### src/rtl/controle_multiciclo_if.sv
// Bundle of opcode/status inputs and datapath control outputs
// for the nRISC multicycle control unit.
interface controle_multiciclo_if;
    logic [2:0] opcode;
    logic       zero;
    logic       mem_pronto;
    logic       pc_escreve;
    logic [1:0] pc_fonte;
    logic       ir_escreve;
    logic [1:0] ula_op;
    logic       mem_le;
    logic       mem_escreve;
    logic [1:0] sinalt2;
    logic       reg_escreve;
    logic       parado;
    logic [2:0] estado;

    modport master (
        input  opcode, zero, mem_pronto,
        output pc_escreve, pc_fonte, ir_escreve, ula_op,
        output mem_le, mem_escreve, sinalt2, reg_escreve,
        output parado, estado
    );

    modport slave (
        output opcode, zero, mem_pronto,
        input  pc_escreve, pc_fonte, ir_escreve, ula_op,
        input  mem_le, mem_escreve, sinalt2, reg_escreve,
        input  parado, estado
    );
endinterface

### src/rtl/controle_multiciclo.sv
// Multicycle control FSM for the nRISC datapath: sequences
// fetch/decode/execute/memory/write-back and drives all selects.
module controle_multiciclo (
    input  logic clock,
    input  logic reset,
    controle_multiciclo_if.master bus
);
    localparam logic [2:0] OCIOSO  = 3'd0;
    localparam logic [2:0] BUSCA   = 3'd1;
    localparam logic [2:0] DECOD   = 3'd2;
    localparam logic [2:0] EXEC    = 3'd3;
    localparam logic [2:0] MEM     = 3'd4;
    localparam logic [2:0] ESCRITA = 3'd5;
    localparam logic [2:0] PARADO  = 3'd6;

    localparam logic [2:0] OP_ADD  = 3'b000;
    localparam logic [2:0] OP_SUB  = 3'b001;
    localparam logic [2:0] OP_LW   = 3'b010;
    localparam logic [2:0] OP_SW   = 3'b011;
    localparam logic [2:0] OP_JAL  = 3'b100;
    localparam logic [2:0] OP_BEQ  = 3'b101;
    localparam logic [2:0] OP_NOP  = 3'b110;
    localparam logic [2:0] OP_HALT = 3'b111;

    logic [2:0] r_estado;
    logic [2:0] w_prox;

    logic       w_pc_escreve;
    logic [1:0] w_pc_fonte;
    logic       w_ir_escreve;
    logic [1:0] w_ula_op;
    logic       w_mem_le;
    logic       w_mem_escreve;
    logic [1:0] w_sinalt2;
    logic       w_reg_escreve;
    logic       w_parado;

    always_ff @(posedge clock) begin
        if (reset)
            r_estado <= OCIOSO;
        else
            r_estado <= w_prox;
    end

    // Code 7 falls through to the default and recovers to OCIOSO.
    always_comb begin
        w_prox = OCIOSO;
        case (r_estado)
            OCIOSO: w_prox = BUSCA;
            BUSCA:  w_prox = DECOD;
            DECOD: begin
                case (bus.opcode)
                    OP_NOP:  w_prox = BUSCA;
                    OP_HALT: w_prox = PARADO;
                    default: w_prox = EXEC;
                endcase
            end
            EXEC: begin
                case (bus.opcode)
                    OP_LW, OP_SW: w_prox = MEM;
                    OP_BEQ:       w_prox = BUSCA;
                    default:      w_prox = ESCRITA;
                endcase
            end
            MEM: begin
                if (!bus.mem_pronto)
                    w_prox = MEM;
                else if (bus.opcode == OP_LW)
                    w_prox = ESCRITA;
                else
                    w_prox = BUSCA;
            end
            ESCRITA: w_prox = BUSCA;
            PARADO:  w_prox = PARADO;
            default: w_prox = OCIOSO;
        endcase
    end

    always_comb begin
        w_pc_escreve  = 1'b0;
        w_pc_fonte    = 2'b00;
        w_ir_escreve  = 1'b0;
        w_ula_op      = 2'b00;
        w_mem_le      = 1'b0;
        w_mem_escreve = 1'b0;
        w_sinalt2     = 2'b00;
        w_reg_escreve = 1'b0;
        w_parado      = 1'b0;
        case (r_estado)
            BUSCA: begin
                w_ir_escreve = 1'b1;
                w_pc_escreve = 1'b1;
            end
            EXEC: begin
                case (bus.opcode)
                    OP_SUB: w_ula_op = 2'b01;
                    OP_JAL: begin
                        w_pc_escreve = 1'b1;
                        w_pc_fonte   = 2'b01;
                    end
                    OP_BEQ: begin
                        w_ula_op     = 2'b10;
                        w_pc_escreve = bus.zero;
                        w_pc_fonte   = 2'b10;
                    end
                    default: w_ula_op = 2'b00;
                endcase
            end
            MEM: begin
                w_mem_le      = (bus.opcode == OP_LW);
                w_mem_escreve = (bus.opcode == OP_SW);
            end
            ESCRITA: begin
                w_reg_escreve = 1'b1;
                case (bus.opcode)
                    OP_LW:   w_sinalt2 = 2'b01;
                    OP_JAL:  w_sinalt2 = 2'b10;
                    default: w_sinalt2 = 2'b00;
                endcase
            end
            PARADO: w_parado = 1'b1;
            default: ;
        endcase
    end

    assign bus.pc_escreve  = w_pc_escreve;
    assign bus.pc_fonte    = w_pc_fonte;
    assign bus.ir_escreve  = w_ir_escreve;
    assign bus.ula_op      = w_ula_op;
    assign bus.mem_le      = w_mem_le;
    assign bus.mem_escreve = w_mem_escreve;
    assign bus.sinalt2     = w_sinalt2;
    assign bus.reg_escreve = w_reg_escreve;
    assign bus.parado      = w_parado;
    assign bus.estado      = r_estado;
endmodule
### src/flat_wrapper.sv
// flat-port wrapper written by rule: the top's interface ports become plain ports
module controle_multiciclo_flat 
  (clock, reset, bus_opcode, bus_zero, bus_mem_pronto, bus_pc_escreve, bus_pc_fonte, bus_ir_escreve, bus_ula_op, bus_mem_le, bus_mem_escreve, bus_sinalt2, bus_reg_escreve, bus_parado, bus_estado);
  controle_multiciclo_if bus_i ();
  input  logic clock;
  input  logic reset;
  input wire logic [$bits(bus_i.opcode)-1:0] bus_opcode;
  input wire logic [$bits(bus_i.zero)-1:0] bus_zero;
  input wire logic [$bits(bus_i.mem_pronto)-1:0] bus_mem_pronto;
  output wire logic [$bits(bus_i.pc_escreve)-1:0] bus_pc_escreve;
  output wire logic [$bits(bus_i.pc_fonte)-1:0] bus_pc_fonte;
  output wire logic [$bits(bus_i.ir_escreve)-1:0] bus_ir_escreve;
  output wire logic [$bits(bus_i.ula_op)-1:0] bus_ula_op;
  output wire logic [$bits(bus_i.mem_le)-1:0] bus_mem_le;
  output wire logic [$bits(bus_i.mem_escreve)-1:0] bus_mem_escreve;
  output wire logic [$bits(bus_i.sinalt2)-1:0] bus_sinalt2;
  output wire logic [$bits(bus_i.reg_escreve)-1:0] bus_reg_escreve;
  output wire logic [$bits(bus_i.parado)-1:0] bus_parado;
  output wire logic [$bits(bus_i.estado)-1:0] bus_estado;
  assign bus_i.opcode = bus_opcode;
  assign bus_i.zero = bus_zero;
  assign bus_i.mem_pronto = bus_mem_pronto;
  assign bus_pc_escreve = bus_i.pc_escreve;
  assign bus_pc_fonte = bus_i.pc_fonte;
  assign bus_ir_escreve = bus_i.ir_escreve;
  assign bus_ula_op = bus_i.ula_op;
  assign bus_mem_le = bus_i.mem_le;
  assign bus_mem_escreve = bus_i.mem_escreve;
  assign bus_sinalt2 = bus_i.sinalt2;
  assign bus_reg_escreve = bus_i.reg_escreve;
  assign bus_parado = bus_i.parado;
  assign bus_estado = bus_i.estado;
  controle_multiciclo u_core (.clock(clock), .reset(reset), .bus(bus_i));
endmodule
### config.mk
export PLATFORM = sky130hd
export DESIGN_NAME = controle_multiciclo_flat
export DESIGN_NICKNAME = d
export VERILOG_FILES = /design/src/rtl/controle_multiciclo_if.sv /design/src/rtl/controle_multiciclo.sv /design/src/flat_wrapper.sv
export SDC_FILE = /design/constraint.sdc
export NUM_CORES = 1
export LEC_CHECK = 0
export CAP_MARGIN = 20
export CORE_AREA = 2 2 39 41
export CTS_BUF_LIST = sky130_fd_sc_hd__clkbuf_2
export DETAILED_ROUTE_END_ITERATION = 6
export DIE_AREA = 0 0 41 43
export SLEW_MARGIN = 10
export SYNTH_ARGS = -nofsm -noshare
export SYNTH_HDL_FRONTEND = slang
export SYNTH_SLANG_ARGS = --single-unit
export TNS_END_PERCENT = 30
### constraint.sdc
create_clock -name clock -period 1.4 [get_ports clock]
set_input_delay 0.14 -clock clock [delete_from_list [all_inputs] [get_ports clock]]
set_output_delay 0.14 -clock clock [all_outputs]
set_load 0.005 [all_outputs]
==> out/qor.yml <==
timing:
  holdWs_ns: 0.532
  finalMaxSlewViolations: 0
  fin_crit_ns: 1.52
  worstMarginPinSlew_ns: 0.340
  fmax_mhz: 658
  worst_slack_ns: -0.120
  fin_skew_ns: 0.000949
  finalSetupViolCount: 10
  rsz0062_at_grt: "yes"
  period_share: 1.09
  max_slew_margin: 0.768
  hold_viol_final: 0
floorplanning:
  die_w_um: 41
  core_area_mm2: 0.00138
  dieArea_mm2: 0.00176
  initial_core_util: 0.221
  row_count: 14
  dieHeight_um: 43
  ioPinCount: 22
critical_path:
  start_kind: "register"
  path_cells: "buf_6 > nand2b_4 > buf_4 > or4b_4 > a21oi_2 > o41a_1"
  cp.arrival_ns: 1.67
  cp.depth: 6
  crit_fanout: 6
  startpoint: "u_core.bus.estado[0]"
  cp-endpoint: "u_core.bus.estado[2]"
  end_kind: "register"
  path_delay_family: "simple AND/OR/NAND/NOR gates"
  timing.rr.end: "u_core.bus.estado[2]"
  r2r_cells: 6
  crit_slowest_cell: "or4b_4"
  path_class: "register to register"
  critPathBufInv: 2
  cp_data_required_time_ns: 1.55
  worstReg2RegStart: "u_core.bus.estado[0]"
  ff2ff_setup_slack_ns: -0.12
  cpPeakStageDelay_ns: 0.48
routing:
  drtPass1Iterations: 2
  drc: 0
  vias: 493
  first_iter_violations: 4
  drt-total-wl_um: 1190
  avgRoutedWirePerCell_um: 11.0
  via_per_inst: 4.56
  ant_nets: 0
run_status:
  violations: "negative setup slack"
  status: "finished with violations"
power_and_ir_drop:
  peakVddDrop_uv: 519
  p_leak_uw: 0.000364
  powerDensity_mw_per_mm2: 714
cells_and_area:
  largest_reg_flops: 3
  drive_gt1_frac: 0.533
  final_nets: 100
  fin_area_um2: 722
  utilization: 0.522
  mostFrequentLayoutCell: "buf_4"
  diodes: 0
  fillers: 148
  area_growth_pct: 136
  fin_cells: 108
  mostFrequentLayoutCells: "buf_4 (19), buf_2 (7), clkbuf_2 (6), clkdlybuf4s50_1 (6)"
grt:
  antenna_found_initial: 0
  grtUsageMet3: 0.0366
  grt-busiest-layer: "met2"
  grt_pass1_wl_um: 1840
  grt_max_degree: 10
  grt_pass1_vias: 459
  overflow: 0
  grtUsageMet2: 0.231
  grtUsageTotal: 0.153
  use_met1: 0.182
hold_path:
  worstHoldStart: "reset"
  hold_class: "primary input to register"
  worstHoldPathCells: 2
yosys:
  syn_inst: 46
  syn_nets: 53
  ys_seq_area_frac: 0.197
  synthFlopType: "dfxtp_1"
  yosysTopAreaCell: "dfxtp_1"
  ys_async_sr_fraction: 0
  yosys_warnings: 0
  synth-seq-cells: 3
  synth_edf_count: 0
  yosys-top-cells-area: "dfxtp_1 (20%), nor2_1 (9.8%), a21oi_1 (6.6%)"
  netlist_area_um2: 305
  ys_types: 22
  netlist.area_leader.share: 0.197
  avgSynthCellArea_um2: 6.64
cts:
  clk_pin_slew_ns: 0.04
  clk_path_buf_depth: 2
  cts_root_buf: "clkbuf_2"
  htreeDepth: 1
  insertion_delay_ns: 0.20
  cts_tree: "built"
  cts_sinks: 3
  holdBufCountCts: 0
  cts_buffers: 3
place:
  port_buffers: 21
  place_congestion: 0.827
  dpl_cell_area_um2: 656
  dp_hpwl_um: 891
  place_inst: 99
job:
  drv_cap: 0
==> area by class of cell <==
| cell class | instances | area, um^2 | area share |
|---|---|---|---|
| clock buffers | 4 | 20.0 | 0.0277 |
| inverters | 4 | 15.0 | 0.0208 |
| multi-input cells | 39 | 279 | 0.386 |
| flip-flops and latches | 3 | 61.3 | 0.0849 |
| well taps | 16 | 20.0 | 0.0277 |
| repair buffers | 42 | 327 | 0.452 |
==> logic make-up after synthesis <==
group | share of synthesized area
AND/OR/NAND/NOR | 0.525
flip-flops | 0.197
buffers and inverters | 0.0492
AO/OA/AOI/OAI | 0.230
==> power breakdown <==
group	total (uW)	switching, uW	internal (uW)
sequential	106	7.10	98.6
clock	121	45.9	75.3
combinational	289	120	169
==> per-layer routing <==
metal | part of all wire | vias up
li1 | - | 255
met1 | 0.43 | 216
met2 | 0.47 | 18
met3 | 0.078 | 4
met4 | 0.024 | 0
met5 | 0 | -
==> worst register-to-register path: stages (launching register included) <==
cell and delay (ns):
dfxtp_2 0.31, buf_6 0.12, nand2b_4 0.13, buf_4 0.13
or4b_4 0.48, a21oi_2 0.14, o41a_1 0.15
==> cells in the mapped netlist (2+ instances only) <==
cell,number
nor2_1,8
a21oi_1,4
nor3_1,4
dfxtp_1,3
inv_1,3
nand2_1,3
o21ai_0,3
nand2b_1,2
or2b_1,2
or3_1,2
==> worst min-delay path by stage <==
stage | to
CTS | u_core.bus.estado[1]
global route | u_core.bus.estado[1]
floorplan | u_core.bus.estado[1]
global placement | u_core.bus.estado[0]
detailed placement | u_core.bus.estado[0]
finish | u_core.bus.estado[1]
==> stage by stage <==
step | setup WS [ns] | setup TNS [ns] | power [uW]
2_1_floorplan | 0.0410 | 0 | 188
3_3_place_gp | -0.443 | -3.94 | 347
3_5_place_dp | -0.473 | -4.00 | 348
4_1_cts | -0.195 | -1.19 | 478
5_1_grt | -0.164 | -1.52 | 551
6_report | -0.120 | -0.798 | 516
==> what timing repair did <==
item	in CTS	in global routing
buffers inserted	1	4
setup endpoints to repair	14	15
gates cloned	0	0
hold endpoints to repair	0	0
pin swaps	5	4
resized for setup	42	13
Power figures use the tool's default switching activity.
==> edit, RTL diff (config.mk and constraints unchanged) <==
Reset style: asynchronous (`reset`), changed in one clocked block.
--- a/src/rtl/controle_multiciclo.sv
+++ b/src/rtl/controle_multiciclo.sv
@@ -35,7 +35,7 @@
     logic       w_reg_escreve;
     logic       w_parado;
 
-    always_ff @(posedge clock) begin
+    always_ff @(posedge clock or posedge reset) begin
         if (reset)
             r_estado <= OCIOSO;
         else
Check against the original RTL: differs if reset is asserted again (counterexample within 4 cycles, from zero or initial values and one cycle with reset high); with reset held inactive, the same outputs for 10 cycles.
==> edit against the unedited design <==
The run still ends with negative setup slack left; cell area shrank 19%; core utilization down 9.9 points; wire length decreased by 21%; sequential cell count stayed put; count of clock-buffer cells in the layout is the same; worst setup slack better by 0.050 ns; area after synthesis decreased by 8.2%; sequential share of layout area is 4.3 points higher; critical path type is now reg -> out.
Power is not compared: it rests on default switching activity, and its combinational part moved more than twofold at a synthesized area within 25%.
==> edit: results (changes against the unedited design) <==
* Setup TNS at -0.105 ns (+0.693 ns)
* Cell variety after synth at 21 (-4.5%)
* Status: finished, violations left
* Worst slew pin tran at 0.231 ns (-0.109 ns)
* Top cells by area, synth: dfrtp_1 27%, nand2b_1 8.9%, nor2_1 6.7%
* # setup viols final at 4 (-6)
* Post-Syn Nets at 43 (-19%)
* Maximum net fanout on the critical path at 3 (-3)
* Violated checks: negative setup slack
* Overall Global Routing Usage at 11.8% (-3.6 points)
* Post-Route WL at 936 um (-21%)
* DR WL/cell at 10.8 um (-2.1%)
* Syn Inst Count at 36 (-22%)
* DP HPWL at 697 um (-22%)
* Post-synth top cells: 5 x nor2_1, 4 x nand2b_1, 3 x dfrtp_1, 3 x inv_1, 3 x nor3_1
* Largest net degree at the start of global routing at 8 (-2)
* Placed cell count at 83 (-16%)
* Hold crit path type: in -> async
* Final worst setup slack at -0.0699 ns (+0.0502 ns)
* Nets@finish at 79 (-21%)
* Max incr delay on CP at 0.37 ns (-0.11 ns)
* First-pass GRT wire length at 1440 um (-22%)
* Cts repair resizes at 37 (-12%)
* Routed via count at 378 (-23%)
* Post-CTS Setup Repair Bufs at 0 (-1)
* Async SR Flop Fraction at 100% (+100 points)
* Routability congestion estimate at 0.766 (-7.3%)
edit: changes by cell type after synthesis, moves of 2 or more:
cell / delta
a21oi_1: -3
dfrtp_1: +3
dfxtp_1: -3
nor2_1: -3
nand2_1: -2
nand2b_1: +2
o21ai_0: -2
o22ai_1: +2
or3_1: -2
edit: cell families after synthesis:
family / share of synthesized area, %
AOI/OAI and AO/OA: 14.3
buffers and inverters: 6.70
DFF: 26.8
muxes: 3.57
and+or+nand+nor: 48.7
edit: path summary, 6_finish.rpt:
path	startpoint	end	slack [ns]	depth (start not counted)
max	u_core.bus.estado[2]	bus_ula_op[0]	-0.07	4
min	reset	u_core.bus.estado[2]	0.1	2
max reg2reg	u_core.bus.estado[1]	u_core.bus.estado[0]	0.23	4
min reg2reg	u_core.bus.estado[2]	u_core.bus.estado[0]	0.62	2
max in group asynchronous	reset	u_core.bus.estado[0]	1.17	2
min in group clock	bus_opcode[1]	u_core.bus.estado[0]	0.48	3
edit: layer usage:
layer / GRT usage, % / vias up / wire [um]
met2: 17.8 / 16 / 419
met4: 8.00 / 0 / 0
met5: 0 / - / 0
li1: - / 199 / -
met3: 0.524 / 0 / 101
met1: 15.2 / 163 / 415
edit: area by class of cell:
class,instances,area [sq um]
clock buffer,4,20.0
fill,164,798
inverter,3,11.3
multi-input combinational,29,219
sequential,3,75.1
tap,16,20.0
timing repair buffer,32,240
edit: power groups by stage:
stage / clock network [mW] / logic [mW] / registers (mW)
floorplan: 0 / 0.199 / 0.188
global placement: 0 / 0.640 / 0.147
detailed placement: 0 / 0.638 / 0.148
CTS: 0.127 / 0.651 / 0.158
global route: 0.127 / 0.705 / 0.164
finish: 0.119 / 0.639 / 0.158
